--- src/rtl/mul_pkg.sv ---
// Shared types and helpers for the shift-and-add multiplier.
package mul_pkg;

  localparam int unsigned MAX_W = 64;

  typedef enum logic [1:0] {
    IDLE = 2'd0,
    CALC = 2'd1,
    DONE = 2'd2
  } state_t;

  // Magnitude of a w-bit two's-complement value held in the low bits of x.
  // The most negative value maps to 2^(w-1), which still fits in w unsigned bits.
  function automatic logic [MAX_W-1:0] magnitude(input logic [MAX_W-1:0] x,
                                                 input int unsigned     w);
    logic [MAX_W-1:0] mask;
    logic [5:0]       msb;
    mask = (w >= MAX_W) ? '1 : ((MAX_W'(1) << w) - MAX_W'(1));
    msb  = 6'(w - 1);
    if (x[msb]) magnitude = (~x + MAX_W'(1)) & mask;
    else        magnitude = x & mask;
  endfunction

endpackage

--- src/rtl/mul_sa_control.sv ---
// Control FSM: sequences operand capture, one shift/accumulate per cycle and the product write.
module mul_sa_control
  import mul_pkg::*;
(
  input  logic clk,
  input  logic rst_n,
  input  logic start,
  input  logic bz,
  output logic ld,
  output logic step,
  output logic wr_p,
  output logic done,
  output logic busy
);

  state_t state_q, state_d;

  // State register; done/busy are registered from the next state so they align with it.
  always_ff @(posedge clk or negedge rst_n) begin
    if (!rst_n) begin
      state_q <= IDLE;
      done    <= 1'b0;
      busy    <= 1'b0;
    end else begin
      state_q <= state_d;
      done    <= (state_d == DONE);
      busy    <= (state_d != IDLE);
    end
  end

  // Next-state logic; start only matters in IDLE, DONE always returns to IDLE.
  always_comb begin
    state_d = state_q;
    unique case (state_q)
      IDLE:    if (start) state_d = CALC;
      CALC:    if (bz)    state_d = DONE;
      DONE:    state_d = IDLE;
      default: state_d = IDLE;
    endcase
  end

  // Datapath strobes decoded from the current state.
  always_comb begin
    ld   = 1'b0;
    step = 1'b0;
    wr_p = 1'b0;
    unique case (state_q)
      IDLE:    ld = start;
      CALC: begin
        step = 1'b1;
        wr_p = bz;
      end
      default: ;
    endcase
  end

endmodule

--- src/rtl/mul_shift_add.sv ---
// Sequential shift-and-add multiplier, one multiplier bit per cycle with early exit.
module mul_shift_add
  import mul_pkg::*;
#(
  parameter int unsigned WIDTH = 16
) (
  input  logic               clk,
  input  logic               rst_n,
  input  logic               start,
  input  logic               signed_mode,
  input  logic [WIDTH-1:0]   a_in,
  input  logic [WIDTH-1:0]   b_in,
  output logic [2*WIDTH-1:0] product,
  output logic               done,
  output logic               busy
);

  localparam int unsigned PW = 2 * WIDTH;

  logic [PW-1:0]    a_q, acc_q, acc_nxt;
  logic [WIDTH-1:0] b_q, b_nxt;
  logic [WIDTH-1:0] a_op, b_op;
  logic             neg_q;
  logic             ld, step, wr_p, bz;

  // Operand selection: magnitudes in signed mode, raw bits otherwise.
  always_comb begin
    a_op = a_in;
    b_op = b_in;
    if (signed_mode) begin
      a_op = WIDTH'(magnitude(MAX_W'(a_in), WIDTH));
      b_op = WIDTH'(magnitude(MAX_W'(b_in), WIDTH));
    end
  end

  // One iteration: conditional add of the shifted multiplicand, then retire one multiplier bit.
  always_comb begin
    acc_nxt = b_q[0] ? (acc_q + a_q) : acc_q;
    b_nxt   = b_q >> 1;
    bz      = (b_nxt == '0);
  end

  // Working registers: capture on ld, shift/accumulate on step.
  always_ff @(posedge clk or negedge rst_n) begin
    if (!rst_n) begin
      a_q   <= '0;
      b_q   <= '0;
      acc_q <= '0;
      neg_q <= 1'b0;
    end else if (ld) begin
      a_q   <= PW'(a_op);
      b_q   <= b_op;
      acc_q <= '0;
      neg_q <= signed_mode & (a_in[WIDTH-1] ^ b_in[WIDTH-1]);
    end else if (step) begin
      a_q   <= a_q << 1;
      b_q   <= b_nxt;
      acc_q <= acc_nxt;
    end
  end

  // Result register, written only on the final iteration; negating zero stays zero.
  always_ff @(posedge clk or negedge rst_n) begin
    if (!rst_n) product <= '0;
    else if (wr_p) product <= neg_q ? (~acc_nxt + PW'(1)) : acc_nxt;
  end

  mul_sa_control u_ctrl (
    .clk   (clk),
    .rst_n (rst_n),
    .start (start),
    .bz    (bz),
    .ld    (ld),
    .step  (step),
    .wr_p  (wr_p),
    .done  (done),
    .busy  (busy)
  );

endmodule
--- config.mk ---
export PLATFORM = sky130hd
export DESIGN_NAME = mul_shift_add
export DESIGN_NICKNAME = d
export VERILOG_FILES = /design/src/rtl/mul_pkg.sv /design/src/rtl/mul_sa_control.sv /design/src/rtl/mul_shift_add.sv
export SDC_FILE = /design/constraint.sdc
export NUM_CORES = 1
export LEC_CHECK = 0
export BUFFER_PORTS_ARGS = -buffer_cell sky130_fd_sc_hd__buf_2
export CORE_ASPECT_RATIO = 0.8
export CORE_MARGIN = 3
export CORE_UTILIZATION = 35
export CTS_BUF_LIST = sky130_fd_sc_hd__clkbuf_4
export CTS_CLUSTER_SIZE = 30
export DETAILED_ROUTE_END_ITERATION = 8
export HOLD_SLACK_MARGIN = 0.03
export REMOVE_ABC_BUFFERS = 1
export SKIP_CTS_REPAIR_TIMING = 1
export SYNTH_ARGS = -nofsm -noshare
export SYNTH_HDL_FRONTEND = slang
export SYNTH_SLANG_ARGS = --single-unit
export TNS_END_PERCENT = 50
--- constraint.sdc ---
create_clock -name clk -period 4.5 [get_ports clk]
set_clock_uncertainty 0.05 [all_clocks]
set_input_delay 0.9 -clock clk [delete_from_list [all_inputs] [get_ports clk]]
set_output_delay 0.9 -clock clk [all_outputs]
set_load 0.05 [all_outputs]
---- Word level (Yosys, flattened, before mapping) ----
Cells that the tools add are included.
word-level totals
  input port bits ......................... 36
  logic and storage cells ................. 41
  register bits ........................... 117
  output and inout port bits .............. 34
operators by class
  bitwise gates (word level) .............. 5
  add/sub/neg operators ................... 4
  eq/ne operators ......................... 2
  reduce and logical (&&, ||, !) cells .... 4
  mux-type cells .......................... 18
operator list
  cell                                                              count
  32-bit two-way mux                                                6
  16-bit two-way mux                                                6
  16-bit by 1-bit adder with 16-bit output (second input constant)  2
  32-bit by 1-bit adder with 32-bit output (second input constant)  1
  32-bit adder                                                      1
  16-bit NOT                                                        2
  32-bit NOT                                                        1
  16-bit zero test                                                  1
  2-bit two-way mux                                                 2
  2-bit case mux with 2 select lines                                1
  2-bit nonzero test                                                2
  1-bit two-way mux                                                 3
  2-bit by 1-bit == test with 1-bit output (second input constant)  1
  2-bit == test (second input constant)                             1
  2-bit zero test                                                   1
  1-bit AND                                                         1
  1-bit bitwise XOR                                                 1

---- Longest topological paths before layout ----
Gate-level depths: netlist of run 1.
  word-level depth ........................ 5
  gate-level depth with buffers ........... 13

---- By module ----
From an unflattened synthesis of run 1, not the netlist that was laid out.
unflattened totals
  cell total of the unflattened synthesis .. 985
  area, all modules ....................... 8607.0 µm²
modules (own cells, without submodules)
  module          sequential area each (µm²)  area each (µm²)  times used  cells an instance
  mul_shift_add   2827.7                      8451.9           1           973
  mul_sa_control  100.1                       155.1            1           12

---- Least setup slack after synthesis of run 1 ----
OpenSTA, ideal clock, no wires.
  kind .................................... register to register
  start point ............................. register a_q[0]
  end point ............................... register product[21]
  buffers on the path ..................... 1
  slack ................................... 0.880 ns
  library setup time ...................... 0.132 ns
  cell stages (with the launch flop) ...... 14
  arrival ................................. 3.438 ns
  data required time ...................... 4.318 ns
  cells stage by stage .................... dfrtp_1 -> ha_1 -> fa_1 -> a211oi_1 -> o211ai_1 -> a31o_1 -> a211oi_2 -> nand2b_1 -> or4_4 -> buf_6 -> or3_4 -> o31ai_4 -> xnor2_1 -> o21ai_1
between the ends
  longest elaborated chain between the ends .. 5
ends and longest elaborated chain
  what                                      RTL line             source
  from (decl)                               mul_shift_add.sv:20  logic [PW-1:0] a_q, acc_q, acc_nxt;
  from (signal assigned)                    mul_shift_add.sv:51  a_q <= PW'(a_op);
  from (signal assigned)                    mul_shift_add.sv:56  a_q <= a_q << 1;
  32-bit adder (*)                          mul_shift_add.sv:38  acc_nxt = b_q[0] ? (acc_q + a_q) : acc_q;
  32-bit two-way mux (*)                    mul_shift_add.sv:38
  32-bit NOT                                mul_shift_add.sv:65  else if (wr_p) product <= neg_q ? (~acc_nxt + PW'(1)) : acc_nxt;
  32-bit by 1-bit adder with 32-bit output  mul_shift_add.sv:65
  32-bit two-way mux (*)                    mul_shift_add.sv:65
  to (signal assigned)                      mul_shift_add.sv:65
  to (decl)                                 mul_shift_add.sv:13  output logic [2*WIDTH-1:0] product,
Mark *: on every way between the ends. The rest lies on a longest branch, timed or not.
A chain may end at the register's enable or synchronous reset.

---- Final worst setup path of run 1 ----
  start point ............................. register a_q[0]
  end point ............................... register product[20]
The elaborated chain is that of the path after synthesis.

==> results.yml, run 1 <==
yosys:
  synth_edf_count: 0
  ys_top_cells_by_count: "nand2_1 (129), dfrtp_1 (117), o21ai_0 (84)"
  synth-simple-area-share_pct: 16.9
  synth.ff_latch_count: 117
  netlist-cell-type-count: 80
  synthAdderAreaFrac_pct: 5.37
  synth_most_common_cell: "nand2_1"
  yosysSeqAreaShare_pct: 35.3
  netlist_area_sq_um: 8290
  synthCells: 967
  postSynthAreaPerCell_sq_um: 8.58
  synth.top_cell.area_share_pct: 35.3
  synth_top_area_cell: "dfrtp_1"
  synthXorXnorAreaFrac_pct: 6.76
  synth_top_family_by_area: "compound AO/OA/AOI/OAI gates"
  ys_top_cells_by_area: "dfrtp_1 (35%), nand2_1 (5.8%), ha_1 (5.1%)"
  ys_warn_count: 0
  synth_mux_area_share_pct: 2.56
  synth-compound-area-share_pct: 29.0
  synth_ff_type: "dfrtp_1"
  synthArstFlopShare_pct: 100
global_route:
  gr-usage-all-layers_pct: 19.8
  grt_pass1_wl_um: 40100
  grt_pass1_vias: 7072
  grt_max_degree: 64
  antenna_found_initial: 1
  gr-total-overflow: 0
final_layout:
  drive_gt1_share_pct: 14.7
  fin_nets: 1086
  syn2layout_area_growth_pct: 11.4
  final_cell_area_sq_um: 9240
routing:
  drc: 0
  drt_iter0_markers: 626
  vias: 7699
  wirelength_um: 24800
  wl_per_cell_um: 18.6
  drtPass1Iterations: 5
  ant_nets: 0
  via_per_inst: 5.77
clock_tree:
  clk_latency_ns: 0.55
  clk_path_buf_depth: 2
  clk_pin_slew_ns: 0.12
  cts_max_level: 4
  cts_root_buf: "clkbuf_4"
  cts_tree: "done"
  cts_inserted_buffers: 17
  clock_sinks: 117
place:
  gp_congestion: 0.954
  hpwl_um: 17800
  portBuffers: 69
  placed_area_sq_um: 8940
die:
  coreArea_sq_um: 22900
  start_util_pct: 36.3
  design.die.area_sq_um: 25600
  fp-row-count: 49
  die_h_um: 144
  die_x_um: 178
  num_io_pins: 70
sta:
  fmax_ghz: 0.240
  setup_tns_ns: 0
  finalHoldViolations: 0
  maxSlewHeadroom_pct: 38.0
  worstMarginPinSlew_ns: 0.926
  final_max_slew_viol_count: 0
  min_period_ns: 4.17
  setup_viol: 0
  grt_setup_unrepaired: "false"
  fin_hold_ws_ns: 0.367
  fin_crit_sh_pct: 92.6
setup_path:
  worstPathArrival_ns: 4.51
  required_ns: 4.85
  worst-r2r-cell-count: 12
  worst-path-max-fanout: 8
  start_kind: "register"
  reg2reg_slack_ns: 0.33
  endpoint_kind: "register"
  critPathKind: "reg2reg"
hold_path:
  holdCritPathClass: "in2async"
run:
  max_cap_violations: 0
outcome:
  outcome: "finished clean"
[final cells by class]
class / instances / area [sq um]
inverter: 20 / 75.1
fill: 2293 / 13600
sequential: 117 / 2930
antenna: 1 / 2.50
tap: 306 / 383
clock inverter: 13 / 158
multi-input combinational: 770 / 5040
timing repair buffer: 89 / 510
clock buffer: 19 / 143
[state kept, by name, indices dropped and copies added, names as in the netlist]
| name | cells |
|---|---|
| a_q | 32 |
| acc_q | 32 |
| b_q | 16 |
| neg_q | 1 |
| product | 32 |
| u_ctrl.busy | 1 |
| u_ctrl.done | 1 |
| u_ctrl.state_q | 2 |
[layer usage]
layer / vias up / global-route usage (%) / routed length (um)
met1: 3729 / 31.5 / 13000
met3: 19 / 4.28 / 1760
li1: 3704 / - / -
met4: 0 / 4.42 / 255
met5: - / 0 / 0
met2: 247 / 26.8 / 9850
[worst max-delay path: stages (launching register included)]
cell	delay [ns]
dfrtp_1	0.42
ha_1	0.25
fa_1	0.43
a211oi_1	0.35
o21ai_1	0.27
xor2_1	0.23
o21a_1	0.20
a211o_1	0.29
or4_1	0.71
nand2b_1	0.36
o21ai_1	0.22
xor2_1	0.17
o21ai_1	0.07
[cell usage in the layout (no fill, tap or decap), types with 34 or more instances in the layout]
cell     instances
a21oi_1         62
buf_2           68
dfrtp_1        117
ha_1            34
nand2_1        127
nor2_1          44
o21ai_0         84
o22ai_1         41
xnor2_1         36
[final timing paths]
check / end / from
setup / recovery: product[20]$_DFFE_PN0P_ / a_q[0]$_DFFE_PN0P_
hold / removal: b_q[6]$_DFFE_PN0P_ / rst_n
setup reg to reg: product[20]$_DFFE_PN0P_ / a_q[0]$_DFFE_PN0P_
hold reg to reg: product[13]$_DFFE_PN0P_ / product[13]$_DFFE_PN0P_
max in group asynchronous: acc_q[11]$_DFFE_PN0P_ / rst_n
min in group clk: product[13]$_DFFE_PN0P_ / product[13]$_DFFE_PN0P_
[metrics by stage]
step	cells	utilization [%]	setup WS (ns)
2_1_floorplan	907	-	0.466
3_3_place_gp	1302	39.1	0.504
3_5_place_dp	1302	39.1	0.456
4_1_cts	1334	40.4	0.388
5_1_grt	1335	40.4	0.122
6_report	1335	40.4	0.335
[cells by family (layout without fill, tap and decap cells)]
family	Yosys count	in the layout
AO/OA/AOI/OAI	358	358
AND/OR/NAND/NOR	293	293
flip-flops	117	117
buffers and inverters	80	141
XOR/XNOR	64	64
adder cells (fa/ha/maj)	35	35
multiplexers	20	20
other	0	1
Power of run 1 is left out: the tool's default activity adds up to more than one toggle a clock period on the data nets, which glitch-free logic cannot reach.
==> run 2: changes to the inputs <==
Settings changed: CORE_ASPECT_RATIO 0.8 to 0.75, SLEW_MARGIN from default to 20.
==> run 2 against run 1 <==
Against the previous run: hold slack better by 0.024 ns; worst setup slack worse by 0.067 ns; register-to-register slack got worse by 0.07 ns; die area is essentially flat; utilization shrank 0.51 points; sequential share of layout area is 0.052 points higher; wire length shrank 1.5%; global-route usage shrank 0.51 points; maximum frequency fell by 1.6%; highest routed layer unchanged.
==> results.yml, run 2 (synthesized netlist as in run 1, its figures left out) <==
sta:
  fin_crit_sh_pct: 94.0
  grt_setup_unrepaired: "false"
  worstMarginPinSlew_ns: 0.899
  min_period_ns: 4.23
  fmax_ghz: 0.236
  setup_tns_ns: 0
  setup_viol: 0
  maxSlewHeadroom_pct: 38.5
  finalHoldViolations: 0
  final_max_slew_viol_count: 0
  fin_hold_ws_ns: 0.391
routing:
  ant_nets: 0
  via_per_inst: 5.76
  drtPass1Iterations: 5
  vias: 7642
  wl_per_cell_um: 18.4
  drt_iter0_markers: 693
  drc: 0
  wirelength_um: 24500
setup_path:
  crit_buf_inv: 1
  endpoint_kind: "register"
  max_stage_delay_ns: 0.48
  slowest_stage: "nor4_2"
  required_ns: 4.89
  crit_top_cell: "o21ai_1"
  worst-r2r-cell-count: 12
  worstPathArrival_ns: 4.62
  start_kind: "register"
  cp.depth: 12
  crit_family: "compound AO/OA/AOI/OAI gates"
  critPathKind: "reg2reg"
  crit_chain: "ha_1 > a21oi_2 > o21ai_1 > a22oi_2 > mux2_1 > a211o_1 > nor4_2 > nand4bb_1 > buf_4 > o41ai_2 > xor2_1 > o21ai_1"
  worst-path-max-fanout: 10
final_layout:
  nFillCells: 2361
  seqCellArea_sq_um: 2930
  final_common_cell: "nand2_1"
  reg_top3: "a_q (32), acc_q (32), product (32)"
  drive_gt1_share_pct: 14.6
  fin_nets: 1083
  multi_input_area_sq_um: 5050
  mostFrequentLayoutCells: "nand2_1 (127), dfrtp_1 (117), o21ai_0 (84), buf_2 (68), a21oi_1 (62)"
  syn2layout_area_growth_pct: 11.3
  utilization_pct: 39.9
clock_tree:
  clock_sinks: 117
  cts_max_level: 4
  cts_inserted_buffers: 17
  clk_pin_slew_ns: 0.13
  clk_path_buf_depth: 2
  cts_root_buf: "clkbuf_4"
  cts_tree: "done"
  clk_latency_ns: 0.56
global_route:
  grt_max_degree: 70
  grt_pass1_wl_um: 39600
  gr-usage-all-layers_pct: 19.3
  grt_pass1_vias: 7082
  gr-total-overflow: 0
  antenna_found_initial: 1
outcome:
  outcome: "finished clean"
place:
  portBuffers: 69
  hpwl_um: 17500
  gp_congestion: 0.944
hold_path:
  holdCritPathClass: "in2async"
die:
  die_h_um: 139
  num_io_pins: 70
  start_util_pct: 35.9
  die_x_um: 184
  coreArea_sq_um: 23100
  fp-row-count: 48
  design.die.area_sq_um: 25600
run:
  max_cap_violations: 0
## run 2: cell count changes in the layout (fill, tap and decap cells not counted)
cell,before,now
buf_4,20,17
clkbuf_4,19,17
clkinv_1,2,1
clkinv_4,2,5
clkinvlp_4,3,2
inv_6,1,2
nor4_1,8,7
nor4_2,0,1
## run 2: worst paths after layout
check / startpoint / end / slack, ns
worst max-delay path: a_q[8]$_DFFE_PN0P_ / product[29]$_DFFE_PN0P_ / 0.27
worst min-delay path: rst_n / b_q[8]$_DFFE_PN0P_ / 0.39
worst max register to register: a_q[8]$_DFFE_PN0P_ / product[29]$_DFFE_PN0P_ / 0.27
worst min register to register: product[19]$_DFFE_PN0P_ / product[19]$_DFFE_PN0P_ / 0.44
max in group asynchronous: rst_n / acc_q[23]$_DFFE_PN0P_ / 3.20
min in group clk: product[19]$_DFFE_PN0P_ / product[19]$_DFFE_PN0P_ / 0.44
## run 2: per-layer routing
layer  vias to the layer above  share of wire (%)  GRT usage, %
met2                       232                 39          25.3
met3                        14                6.6          4.26
met5                         -                  0             0
met1                      3693                 54          31.6
met4                         0               0.84          3.94
li1                       3703                  -             -
## run 2: final cells by class
class	instances	share of cell area, %
Antenna cell	1	0.0271
Tap cell	300	4.07
Timing Repair Buffer	86	5.29
Sequential cell	117	31.7
Clock inverter	15	1.97
Multi-Input combinational cell	770	54.7
Inverter	20	0.813
Clock buffer	17	1.38
## run 2: through the flow
step                cells  area, sq um  setup WS [ns]
global placement     1293         8910          0.154
global route         1326         9230         0.0297
CTS                  1325         9220          0.129
detailed placement   1293         8910          0.156
finish               1326         9230          0.268
floorplan             907         8030          0.466
Power of run 2 is left out for the same reason.
==> run 3: changes to the inputs <==
Settings changed: ABC_AREA from default to 1, CORE_ASPECT_RATIO 0.75 to 0.7.
==> run 3 against run 2 <==
Against the previous run: worst setup slack improved by 1.0 ns; clock-buffer cell count did not move; critical path type unchanged; sequential cell count is the same; first-iteration DRC count down 3.9%; hold slack got worse by 0.091 ns; synthesized area rose by 8.3%; utilization is essentially flat; final cell count up 37%.
==> results.yml, run 3 <==
outcome:
  outcome: "finished clean"
setup_path:
  critPathKind: "reg2reg"
  required_ns: 4.95
  start_kind: "register"
  worst-r2r-cell-count: 18
  startpoint: "a_q[0]$_DFFE_PN0P_"
  reg2reg_slack_ns: 1.31
  endpoint_kind: "register"
  crit_chain: "ha_1 > fa_1 > nand2_1 > nand2_2 > nand3_1 > nand2_1 > nand2_1 > nand3_1 > nand2_1 > nand3_1 > nor2_4 > nand3_1 > nand2_2 > nand2_2 > nor2_4 > nand3_1 > nand3_1 > nand2_1"
  r2r_start: "a_q[0]$_DFFE_PN0P_"
  worstPathArrival_ns: 3.64
  worst-path-max-fanout: 5
  crit_buf_inv: 0
  crit_family: "simple AND/OR/NAND/NOR gates"
  slowest_stage: "fa_1"
  r2r_end: "product[24]$_DFFE_PN0P_"
  crit_top_cell: "nand3_1"
  max_stage_delay_ns: 0.44
routing:
  ant_nets: 0
  wirelength_um: 28000
  wl_per_cell_um: 15.4
  via_per_inst: 4.98
  drt_iter0_markers: 666
  drc: 0
  drtPass1Iterations: 5
  vias: 9039
yosys:
  synth_edf_count: 0
  netlist_area_sq_um: 8980
  synth.top_cell.area_share_pct: 32.6
  netlist-cell-type-count: 39
  ys_top_cells_by_area: "dfrtp_1 (33%), nand2_1 (21%), inv_1 (9.7%)"
  ys_top_cells_by_count: "nand2_1 (498), inv_1 (231), dfrtp_1 (117)"
  synthCells: 1416
  synth_most_common_cell: "nand2_1"
  postSynthAreaPerCell_sq_um: 6.34
  synth_ff_type: "dfrtp_1"
  synth.ff_latch_count: 117
  synthArstFlopShare_pct: 100
  yosysSeqAreaShare_pct: 32.6
  synth_top_area_cell: "dfrtp_1"
  ys_warn_count: 0
final_layout:
  fin_nets: 1546
  final_common_cell: "nand2_1"
  drive_gt1_share_pct: 9.74
  mostFrequentLayoutCells: "nand2_1 (498), inv_1 (230), dfrtp_1 (117), nand3_1 (110), nor2_1 (94)"
  syn2layout_area_growth_pct: 10.9
  reg_top3: "a_q (32), acc_q (32), product (32)"
  final_cell_area_sq_um: 9960
clock_tree:
  clk_latency_ns: 0.59
  clk_pin_slew_ns: 0.14
  clk_path_buf_depth: 2
  cts_tree: "done"
  cts_inserted_buffers: 17
  cts_max_level: 4
  clock_sinks: 117
  cts_root_buf: "clkbuf_4"
global_route:
  grt_max_degree: 63
  grt_pass1_wl_um: 45100
  antenna_found_initial: 1
  gr-usage-all-layers_pct: 20.7
  gr-total-overflow: 0
  grt_pass1_vias: 8262
die:
  die_x_um: 197
  die_h_um: 140
  design.die.area_sq_um: 27600
  fp-row-count: 48
  num_io_pins: 70
  coreArea_sq_um: 24900
  start_util_pct: 36.0
sta:
  finalHoldViolations: 0
  grt_setup_unrepaired: "false"
  setup_ws_ns: 1.31
  setup_viol: 0
  min_period_ns: 3.19
  setup_tns_ns: 0
  fin_hold_ws_ns: 0.300
  fin_crit_sh_pct: 70.8
  fmax_ghz: 0.314
  maxSlewHeadroom_pct: 40.8
  final_max_slew_viol_count: 0
  worstMarginPinSlew_ns: 0.888
place:
  gp_congestion: 0.909
  preCtsSetupSlack_ns: 1.35
  hpwl_um: 21500
  placed_area_sq_um: 9670
  portBuffers: 69
hold_path:
  holdCritPathClass: "in2async"
run:
  max_cap_violations: 0
[run 3: cell types whose count changed after synthesis, moves of 23 or more]
cell	delta
xnor2_1	-28
nand3_1	+94
a21oi_1	-28
a22o_1	-26
o21ai_1	-23
nand2_1	+369
nor2_1	+50
inv_1	+212
[run 3: logic make-up after synthesis]
group,after synthesis,share of synthesized area [%]
adder cells (fa/ha/maj),35,4.96
buffers and inverters,277,11.7
AO/OA/AOI/OAI,190,12.2
flip-flops,117,32.6
AND/OR/NAND/NOR,765,35.4
XOR/XNOR,32,3.12
[run 3: cell type report]
cell class	count	area, sq um
Sequential cell	117	2930
Tap cell	325	407
Clock inverter	15	160
Antenna cell	1	2.50
Fill cell	2720	15000
Multi-Input combinational cell	1022	5010
Timing Repair Buffer	79	435
Inverter	238	893
Clock buffer	17	128
[run 3: per-stage QoR]
stage | cells | util, %
final | 1814 | 40.0
after global routing | 1814 | 40.0
after CTS | 1813 | 39.9
after detailed placement | 1781 | 38.8
after global placement | 1781 | 38.8
after floorplan | 1377 | -
[run 3: worst max-delay path by stage]
stage | endpoint | slack [ns] | depth (start not counted)
detailed placement | product[24]$_DFFE_PN0P_ | 1.35 | 18
CTS | product[24]$_DFFE_PN0P_ | 1.33 | 18
floorplan | b_q[11]$_DFFE_PN0P_ | 0.25 | 6
finish | product[24]$_DFFE_PN0P_ | 1.31 | 18
global route | product[31]$_DFFE_PN0P_ | 1.01 | 18
global placement | product[24]$_DFFE_PN0P_ | 1.32 | 18
[run 3: layer usage]
metal	part of all wire, %	GRT usage, %	wire (um)
met5	0	0	0
met1	54	34.4	15200
met3	7.7	4.30	2160
met4	0.83	3.97	233
met2	37	26.8	10400
Power of run 3 is left out for the same reason.
